===== config.mk =====
export PLATFORM = sky130hd
export DESIGN_NAME = spi_slave_fsm_flat
export DESIGN_NICKNAME = d
export VERILOG_FILES = /design/src/rtl/spi_pkg.sv /design/src/rtl/spi_slave_fsm_if.sv /design/src/rtl/spi_slave_fsm_tx_serializer.sv /design/src/rtl/spi_slave_fsm.sv /design/src/flat_wrapper.sv
export SDC_FILE = /design/constraint.sdc
export NUM_CORES = 1
export LEC_CHECK = 0
export BUFFER_PORTS_ARGS = -buffer_cell sky130_fd_sc_hd__buf_2
export CAP_MARGIN = 5
export CORE_AREA = 2 2 97 52
export DETAILED_ROUTE_END_ITERATION = 16
export DIE_AREA = 0 0 99 54
export GPL_TIMING_DRIVEN = 0
export MAX_ROUTING_LAYER = met4
export PLACE_DENSITY_LB_ADDON = 0.2
export SLEW_MARGIN = 20
export SYNTH_ARGS = -nofsm -noshare
export SYNTH_HDL_FRONTEND = slang
export SYNTH_HIERARCHICAL = 1
export SYNTH_SLANG_ARGS = --single-unit

===== constraint.sdc =====
create_clock -name CLK -period 1.83 [get_ports CLK]
set_clock_uncertainty 0.1 [all_clocks]
set_input_delay 0.0915 -clock CLK [delete_from_list [all_inputs] [get_ports CLK]]
set_output_delay 0.0915 -clock CLK [all_outputs]
set_load 0.05 [all_outputs]

===== src/rtl/spi_pkg.sv =====
// Shared types and constants for the SPI slave front end.
package spi_pkg;

  localparam int DATA_W_DEF  = 8;
  localparam int FRAME_W_DEF = DATA_W_DEF + 2;

  // Command codes carried in frame bits [9:8]; decoded by the RAM, not here.
  localparam logic [1:0] CMD_WR_ADDR = 2'b00;
  localparam logic [1:0] CMD_WR_DATA = 2'b01;
  localparam logic [1:0] CMD_RD_ADDR = 2'b10;
  localparam logic [1:0] CMD_RD_DATA = 2'b11;

  typedef enum logic [2:0] {
    IDLE,
    CHK_CMD,
    WRITE,
    READ_ADD,
    READ_DATA
  } state_e;

endpackage


===== src/rtl/spi_slave_fsm_if.sv =====
// Bundle of SPI pins and the RAM-side din/dout handshake.
interface spi_slave_fsm_if #(
  parameter int DATA_W  = 8,
  parameter int FRAME_W = DATA_W + 2
);

  logic               SS_n;
  logic               MOSI;
  logic               MISO;
  logic [FRAME_W-1:0] rx_data;
  logic               rx_valid;
  logic [DATA_W-1:0]  tx_data;
  logic               tx_valid;

  modport slave (
    input  SS_n, MOSI, tx_data, tx_valid,
    output MISO, rx_data, rx_valid
  );

  modport master (
    output SS_n, MOSI, tx_data, tx_valid,
    input  MISO, rx_data, rx_valid
  );

endinterface


===== src/rtl/spi_slave_fsm_tx_serializer.sv =====
// Shifts a read byte out MSB-first on a registered MISO line.
module spi_tx_serializer #(
  parameter int DATA_W = 8
) (
  input  logic              clk,
  input  logic              rst,
  input  logic              i_load,
  input  logic [DATA_W-1:0] i_data,
  input  logic              i_abort,
  output logic              o_miso,
  output logic              o_busy
);

  localparam int CNT_W = $clog2(DATA_W);

  logic              r_miso;
  logic              r_busy;
  logic [DATA_W-2:0] r_shift;
  logic [CNT_W-1:0]  r_cnt;

  // The MSB goes out on the load edge itself, so only DATA_W-1 bits remain
  // to shift afterwards; once they are gone the line returns to 0.
  always_ff @(posedge clk) begin
    if (rst || i_abort) begin
      r_miso  <= 1'b0;
      r_busy  <= 1'b0;
      r_shift <= '0;
      r_cnt   <= '0;
    end else if (i_load) begin
      r_miso  <= i_data[DATA_W-1];
      r_busy  <= 1'b1;
      r_shift <= i_data[DATA_W-2:0];
      r_cnt   <= CNT_W'(DATA_W - 1);
    end else if (r_cnt != '0) begin
      r_miso  <= r_shift[DATA_W-2];
      r_shift <= {r_shift[DATA_W-3:0], 1'b0};
      r_cnt   <= r_cnt - 1'b1;
    end else begin
      r_miso  <= 1'b0;
      r_busy  <= 1'b0;
    end
  end

  assign o_miso = r_miso;
  assign o_busy = r_busy;

endmodule


===== src/rtl/spi_slave_fsm.sv =====
// SPI slave framing FSM: deserialises MOSI frames for the RAM and returns
// read bytes on MISO through the serializer.
module spi_slave_fsm
  import spi_pkg::*;
#(
  parameter int DATA_W  = DATA_W_DEF,
  parameter int FRAME_W = DATA_W + 2
) (
  input  logic          CLK,
  input  logic          rst,
  spi_slave_fsm_if.slave bus
);

  localparam int CNT_W = $clog2(FRAME_W + 1);
  localparam logic [CNT_W-1:0] CNT_LAST = CNT_W'(FRAME_W - 1);
  localparam logic [CNT_W-1:0] CNT_FULL = CNT_W'(FRAME_W);

  state_e             r_state;
  logic [CNT_W-1:0]   r_bitCnt;
  logic [FRAME_W-2:0] r_shift;
  logic [FRAME_W-1:0] r_rxData;
  logic               r_rxValid;
  logic               r_rdAddrSeen;
  logic               r_txTaken;

  logic [FRAME_W-1:0] w_shiftNext;
  logic               w_txLoad;
  logic               w_miso;
  logic               w_serBusy;

  assign w_shiftNext = {r_shift, bus.MOSI};

  // Accept exactly one read byte per READ_DATA frame, and only once the
  // frame has been handed to the RAM; anything else on tx_valid is ignored.
  assign w_txLoad = (r_state == READ_DATA) && (r_bitCnt == CNT_FULL) &&
                    !r_txTaken && !w_serBusy && bus.tx_valid && !bus.SS_n;

  // Main FSM: frame capture, rx strobe and read-address bookkeeping.
  always_ff @(posedge CLK) begin
    if (rst) begin
      r_state      <= IDLE;
      r_bitCnt     <= '0;
      r_shift      <= '0;
      r_rxData     <= '0;
      r_rxValid    <= 1'b0;
      r_rdAddrSeen <= 1'b0;
      r_txTaken    <= 1'b0;
    end else begin
      r_rxValid <= 1'b0;
      if ((r_state != IDLE) && bus.SS_n) begin
        r_state   <= IDLE;
        r_bitCnt  <= '0;
        r_shift   <= '0;
        r_txTaken <= 1'b0;
      end else begin
        case (r_state)
          IDLE: begin
            r_bitCnt  <= '0;
            r_shift   <= '0;
            r_txTaken <= 1'b0;
            if (!bus.SS_n) r_state <= CHK_CMD;
          end
          CHK_CMD: begin
            if (!bus.MOSI)        r_state <= WRITE;
            else if (r_rdAddrSeen) r_state <= READ_DATA;
            else                  r_state <= READ_ADD;
          end
          WRITE, READ_ADD, READ_DATA: begin
            if (r_bitCnt != CNT_FULL) begin
              r_shift  <= w_shiftNext[FRAME_W-2:0];
              r_bitCnt <= r_bitCnt + 1'b1;
              if (r_bitCnt == CNT_LAST) begin
                r_rxData  <= w_shiftNext;
                r_rxValid <= 1'b1;
                if (r_state == READ_ADD)       r_rdAddrSeen <= 1'b1;
                else if (r_state == READ_DATA) r_rdAddrSeen <= 1'b0;
              end
            end
            if (w_txLoad) r_txTaken <= 1'b1;
          end
          default: r_state <= IDLE;
        endcase
      end
    end
  end

  spi_tx_serializer #(
    .DATA_W (DATA_W)
  ) u_txSer (
    .clk     (CLK),
    .rst     (rst),
    .i_load  (w_txLoad),
    .i_data  (bus.tx_data),
    .i_abort (bus.SS_n),
    .o_miso  (w_miso),
    .o_busy  (w_serBusy)
  );

  assign bus.MISO     = w_miso;
  assign bus.rx_data  = r_rxData;
  assign bus.rx_valid = r_rxValid;

endmodule


===== src/flat_wrapper.sv =====
// flat-port wrapper written by rule: the top's interface ports become plain ports
module spi_slave_fsm_flat import spi_pkg::*;
#(
  parameter int DATA_W  = DATA_W_DEF,
  parameter int FRAME_W = DATA_W + 2
)
  (CLK, rst, bus_SS_n, bus_MOSI, bus_tx_data, bus_tx_valid, bus_MISO, bus_rx_data, bus_rx_valid);
  spi_slave_fsm_if #(.DATA_W(DATA_W), .FRAME_W(FRAME_W)) bus_i ();
  input  logic CLK;
  input  logic rst;
  input wire logic [$bits(bus_i.SS_n)-1:0] bus_SS_n;
  input wire logic [$bits(bus_i.MOSI)-1:0] bus_MOSI;
  input wire logic [$bits(bus_i.tx_data)-1:0] bus_tx_data;
  input wire logic [$bits(bus_i.tx_valid)-1:0] bus_tx_valid;
  output wire logic [$bits(bus_i.MISO)-1:0] bus_MISO;
  output wire logic [$bits(bus_i.rx_data)-1:0] bus_rx_data;
  output wire logic [$bits(bus_i.rx_valid)-1:0] bus_rx_valid;
  assign bus_i.SS_n = bus_SS_n;
  assign bus_i.MOSI = bus_MOSI;
  assign bus_i.tx_data = bus_tx_data;
  assign bus_i.tx_valid = bus_tx_valid;
  assign bus_MISO = bus_i.MISO;
  assign bus_rx_data = bus_i.rx_data;
  assign bus_rx_valid = bus_i.rx_valid;
  spi_slave_fsm #(.DATA_W(DATA_W), .FRAME_W(FRAME_W)) u_core (.CLK(CLK), .rst(rst), .bus(bus_i));
endmodule

# After elaboration in Yosys (flattened, before gate mapping)
# Index checks and enable logic that the tools add are counted.
# word_totals
reg_bits	41
latchBits	0
ram_bits	0
rom_bits	0
in_bits	13
output_inout_bits	12
elab_cells	72
memories	0
# op_classes
addsub	2
n_mul	0
div_mod_pow	0
n_lt_le_gt_ge	0
eq_ne	11
n_shift	0
n_mux	21
bitwise_logic	3
n_reduce_logical	24
# ops
op	n
$pmux W9 S2	1
$mux W3	5
$mux W7	2
$mux W9	1
$pmux W3 S3	1
$eq A4 B4 Y1 const B	2
$mux W1	8
$pmux W4 S2	1
$eq A3 B2 Y1 const B	2
$logic_and A1 B1 Y1	6
$ne A2 B2 Y1 const B	3
$reduce_and A2 Y1	3
$reduce_bool A2 Y1	3
$reduce_bool A3 Y1	2
$reduce_and A5 Y1	1
$add A4 B1 Y4 const B	1
$mux W4	1
$ne A4 B4 Y1 const B	1
$reduce_and A4 Y1	1
$reduce_or A4 Y1	1
$eq A3 B1 Y1 const B	1
$eq A3 B3 Y1 const B	1
$logic_not A1 Y1	3
$logic_not A3 Y1	1
other kinds (7)	9

# Depth between registers and ports, before layout
# depth
ltp_word	8
depth_mapped	9
ltp_nobuf	8

# Hierarchy
# Netlist, hierarchy kept.
# by_module_without_submodules
mod	instances	cells_per_inst	area_each_um2	seq_area_each_um2
spi_slave_fsm	1	137	1262.5	580.6
spi_tx_serializer	1	56	536.8	240.2

# Worst setup path after synthesis
# Ideal clock, no wire load.
# synth_timing
kind	register -> register
start	register u_core.r_state[0]
end	register u_core.u_txSer.r_cnt[1]
setup_ns	0.088
arrival_time_ns	1.541
t_required_ns	1.642
slack_ns	0.101
stages_incl_launch_ff	8
n_path_buf	2
period_less_slack_ns	1.729
cell_sequence	dfxtp_1 > buf_2 > or2_1 > nor3_1 > and3b_1 > inv_2 > buf_2 > a311oi_2
# synth_via
elab_chain_cells	7
elab_cells_between_ends	8
classes_between	eq/ne (1); mux (1); reduce/logical (6)
# synth_rtl
item	line_no	source
start, declared	spi_slave_fsm.sv:18	state_e r_state;
start signal, assigned	spi_slave_fsm.sv:41	r_state <= IDLE;
start signal, assigned	spi_slave_fsm.sv:51	r_state <= IDLE;
start signal, assigned	spi_slave_fsm.sv:61	if (!bus.SS_n) r_state <= CHK_CMD;
$eq A3 B3 Y1 (*)	spi_slave_fsm.sv:35	assign w_txLoad = (r_state == READ_DATA) && (r_bitCnt == CNT_FULL) &&
$logic_and A1 B1 Y1 (*) (2 in a row)	spi_slave_fsm.sv:35	
$logic_and A1 B1 Y1 (*) (3 in a row)	spi_slave_fsm.sv:36	!r_txTaken && !w_serBusy && bus.tx_valid && !bus.SS_n;
net u_core.w_txLoad	spi_slave_fsm.sv:27	logic w_txLoad;
$mux W3 or $reduce_bool A2 Y1 (tied branches)	n/a	
end signal, assigned	spi_slave_fsm_tx_serializer.sv:33	r_cnt <= CNT_W'(DATA_W - 1);
end signal, assigned	spi_slave_fsm_tx_serializer.sv:37	r_cnt <= r_cnt - 1'b1;
end, declared	spi_slave_fsm_tx_serializer.sv:19	logic [CNT_W-1:0] r_cnt;
# The timed path passes the listed nets; every way through them passes the cells marked *.
# A chain may end at the register's enable or synchronous reset.

# Final worst setup path
# layout_timing
start	register u_core.r_bitCnt[0]
end	register u_core.u_txSer.r_cnt[1]
# layout_via
elab_chain_cells	7
elab_cells_between_ends	8
classes_between	eq/ne (1); mux (1); reduce/logical (6)
# layout_rtl
item	line_no	source
start, declared	spi_slave_fsm.sv:19	logic [CNT_W-1:0] r_bitCnt;
start signal, assigned	spi_slave_fsm.sv:71	r_bitCnt <= r_bitCnt + 1'b1;
$eq A4 B4 Y1 (*)	spi_slave_fsm.sv:35	
$logic_and A1 B1 Y1 (*) (2 in a row)	spi_slave_fsm.sv:35	
$logic_and A1 B1 Y1 (*) (3 in a row)	spi_slave_fsm.sv:36	
net u_core.w_txLoad	spi_slave_fsm.sv:27	
$mux W3 or $reduce_bool A2 Y1 (tied branches)	n/a	
# Marks and branches as above.

==> results.md <==
- Status: complete, no violations
- R2r setup slk: between 0.07 and 0.08 ns
- DP Area: ~0.0020 mm^2
- Final cell area excluding filler cells: 0.002340 mm^2
- Num ports: 25
- Clk root buf: clkbuf_8
- Most frequent cell after synthesis: dfxtp_1
- Final hold violations: 0
- H-tree level count: 2
- Mapped Nets: 211
- Peak Freq: 568.2 MHz
- Commonest cells post-synth: 41 x dfxtp_1, 26 x a21oi_1, 21 x nor2_1
- Worst-Skew Late Latency: between 0.2 and 0.3 ns
- Antenna diode count: 0
- Global-route wire length before repair: between 6000 and 7000 um
- Crit Path Class: reg -> reg
- CP bufs+invs: 3
- Site Rows: 18
- Top delay family on crit path: simple AND/OR/NAND/NOR gates
- Die height: approximately 54 um
- Clock transition at path regs: approximately 0.08 ns
- Syn. warnings: 6
- Req. time, crit path: between 1.5 and 2 ns
- Count of final setup violators: 0
- Seq/Total Area, Yosys: 0.4562
- Vias: approximately 1500
- Startpoint types: flop
- Worst-margin pin slew: about 0.52 ns
- All-Layer GR Usage: 0.1652
- CP peak stage delay: roughly 0.37 ns
- Max-cap violations: 0
- Hold WS: between 0.1 and 0.15 ns
- DPL Wire Length: between 2000 and 3000 um
- Async set-reset flop share out of synthesis: 0
- Cells after Synth: ~190
- Tcrit/Tclk final: 0.9617
- Worst slew margin: 0.6512
- Yosys top cell by area: dfxtp_1
- Drt wl/cell: roughly 13 um
- Post-place setup slack: -0.1864 ns
- Drt initial violations: 74
- Max Buffers Root-to-Sink: 2
- Power Density: 793.3 mW/mm^2
- Register Area: just over 800 um^2
- First-pass iteration count of the detailed router: 4
- Core ar.: around 0.0046 mm^2
- Top post-synthesis cells by area: dfxtp_1 46%, mux2i_1 10%, a21oi_1 7.2%, nor2_1 4.4%, ha_1 3.5%
- CP Cell Sequence: inv_4, ha_4, nand4bb_4, nor3_4, and3b_2, clkinv_4, buf_8, a311oi_2
- Worst Setup End Kind: flop
- Crit path arrival time: roughly 1.9 ns
- Area Overhead vs Synth: 30.04%
- Syn_area_per_cell: 9.322 um^2
- Die W: around 100 um
- Pin count of the biggest net entering global routing: 15
- Clk sink count: a little over 40
- Final Critical Period: about 1.8 ns
- Number of global-route vias before repair: approximately 1300
- VDD IR max: 0.3066 mV
- Final core occ: 0.5068
- FILL cells: 443
- Fin Setup TNS: 0 ns
- Routed WL: 3908 um
- GPL Wtd Cong: between 0.7 and 0.8
- Share of cells above drive strength 1: 0.2697
- Top-area cell type share of the netlist area: 0.4562
- Grt ovf: 0
- Slowest-stage cell, CP: dfxtp_4
- Total leakage power: between 0.9 and 1 nW
- Die area: 0.005346 mm^2
- Max FO, Critical Path: 5
- Unique cell type count in the Yosys netlist: 37
- Buffers on Ports: 24
- CTS Buf Count: 5
- Number of synthesized register bits: roughly 40
- ANT nets after route: 0
- Mapped cell area: 0.001799 mm^2
- DR DRC count: 0
- Starting Density: 0.3897
- Fin worst setup slack: between 0.07 and 0.08 ns
- Most used DFF post-synth: dfxtp_1
- Initial antenna violation count: 0
- Final Max Tran Viols: 0
- CTS tree: done
- Multi-input gate area: slightly above 900 um^2
- EDFF count, synth: 0
- Post-layout net count: 258
- Class of the worst hold path: in -> reg
- Vias per std cell: 4.870
==> sequential cells by signal, indices dropped and copies added, names as in the netlist <==
signal	flops
u_core/bus.rx_data	10
u_core/r_shift	9
u_core/u_txSer/r_shift	7
u_core/r_bitCnt	4
u_core/r_state	3
u_core/u_txSer/r_cnt	3
u_core/bus.rx_valid	1
u_core/r_rdAddrSeen	1
u_core/r_txTaken	1
u_core/u_txSer/o_busy	1
u_core/u_txSer/o_miso	1
==> logic make-up (layout without fill, tap and decap cells) <==
family	count (synthesis)	count (layout)	synth area share
DFF	41	41	0.4562
AOI/OAI and AO/OA	42	42	0.1412
muxes	19	19	0.1078
adders and majority gates	5	5	0.03477
buffers and inverters	17	65	0.05910
xor gates and xnor gates	3	3	0.01461
and+or+nand+nor	66	66	0.1864
==> repair_timing <==
action | 4_1_cts | 5_1_grt
endpoints found under the setup margin | 10 | 24
gates resized for setup | 4 | 19
pin swaps | 0 | 2
hold buffers | 10 | 0
gates cloned | 0 | 2
endpoints found under the hold margin | 11 | 0
setup buffers | 1 | 3
==> final timing paths <==
path	startpoint	endpoint	cells past startpoint
setup reg to reg	u_core/r_bitCnt[0]	u_core/u_txSer/r_cnt[1]	8
setup / recovery	u_core/r_bitCnt[0]	u_core/u_txSer/r_cnt[1]	8
hold / removal	bus_SS_n	u_core/r_state[0]	4
hold reg to reg	u_core/r_txTaken	u_core/r_txTaken	2
==> power by group <==
part           total, mW  leakage [nW]  switching, mW  internal [mW]
Combinational      0.204         0.571          0.111         0.0928
Sequential         0.921         0.333         0.0142          0.907
Clock              0.731        0.0543          0.323          0.408
==> tightest hold or removal path, stage by stage <==
cell,delay (ns)
buf_2,0.13
nor2_1,0.09
o21ai_0,0.08
a311oi_1,0.06
==> cell usage in the layout, fill, tap and decap left out, types with 6 or more instances in the layout <==
cell and instances:
mux2i_1 18, dfxtp_1 38, dlygate4sd3_1 10, buf_2 26
a21oi_1 26, nand3_1 12, o21ai_0 7, nor2_1 21
buf_4 6, nand2_1 13
==> through the flow <==
| step | cells | power (mW) |
|---|---|---|
| 5_1_grt | 301 | 1.944 |
| 2_1_floorplan | 193 | 1.050 |
| 3_3_place_gp | 277 | 1.095 |
| 3_5_place_dp | 277 | 1.097 |
| 6_report | 301 | 1.856 |
| 4_1_cts | 296 | 1.850 |
==> cell type report <==
type,count,share of cell area
timing repair buffer,39,0.1176
clock inverter,3,0.01979
sequential,41,0.3535
timing repair inverter,1,0.002139
clock buffer,5,0.02941
multi-input combinational,135,0.3914
inverter,7,0.01444
buffer,10,0.03957
tap,60,0.03209
==> metal layers <==
layer  vias to the layer above  wire length, um  GRT usage
met5                         -                0          -
met4                         0               43    0.06164
met3                         4              136    0.04026
met2                        23             1376     0.1914
met1                       675             2352     0.2574
li1                        764                -          -
(Power assumes the default switching activity.)
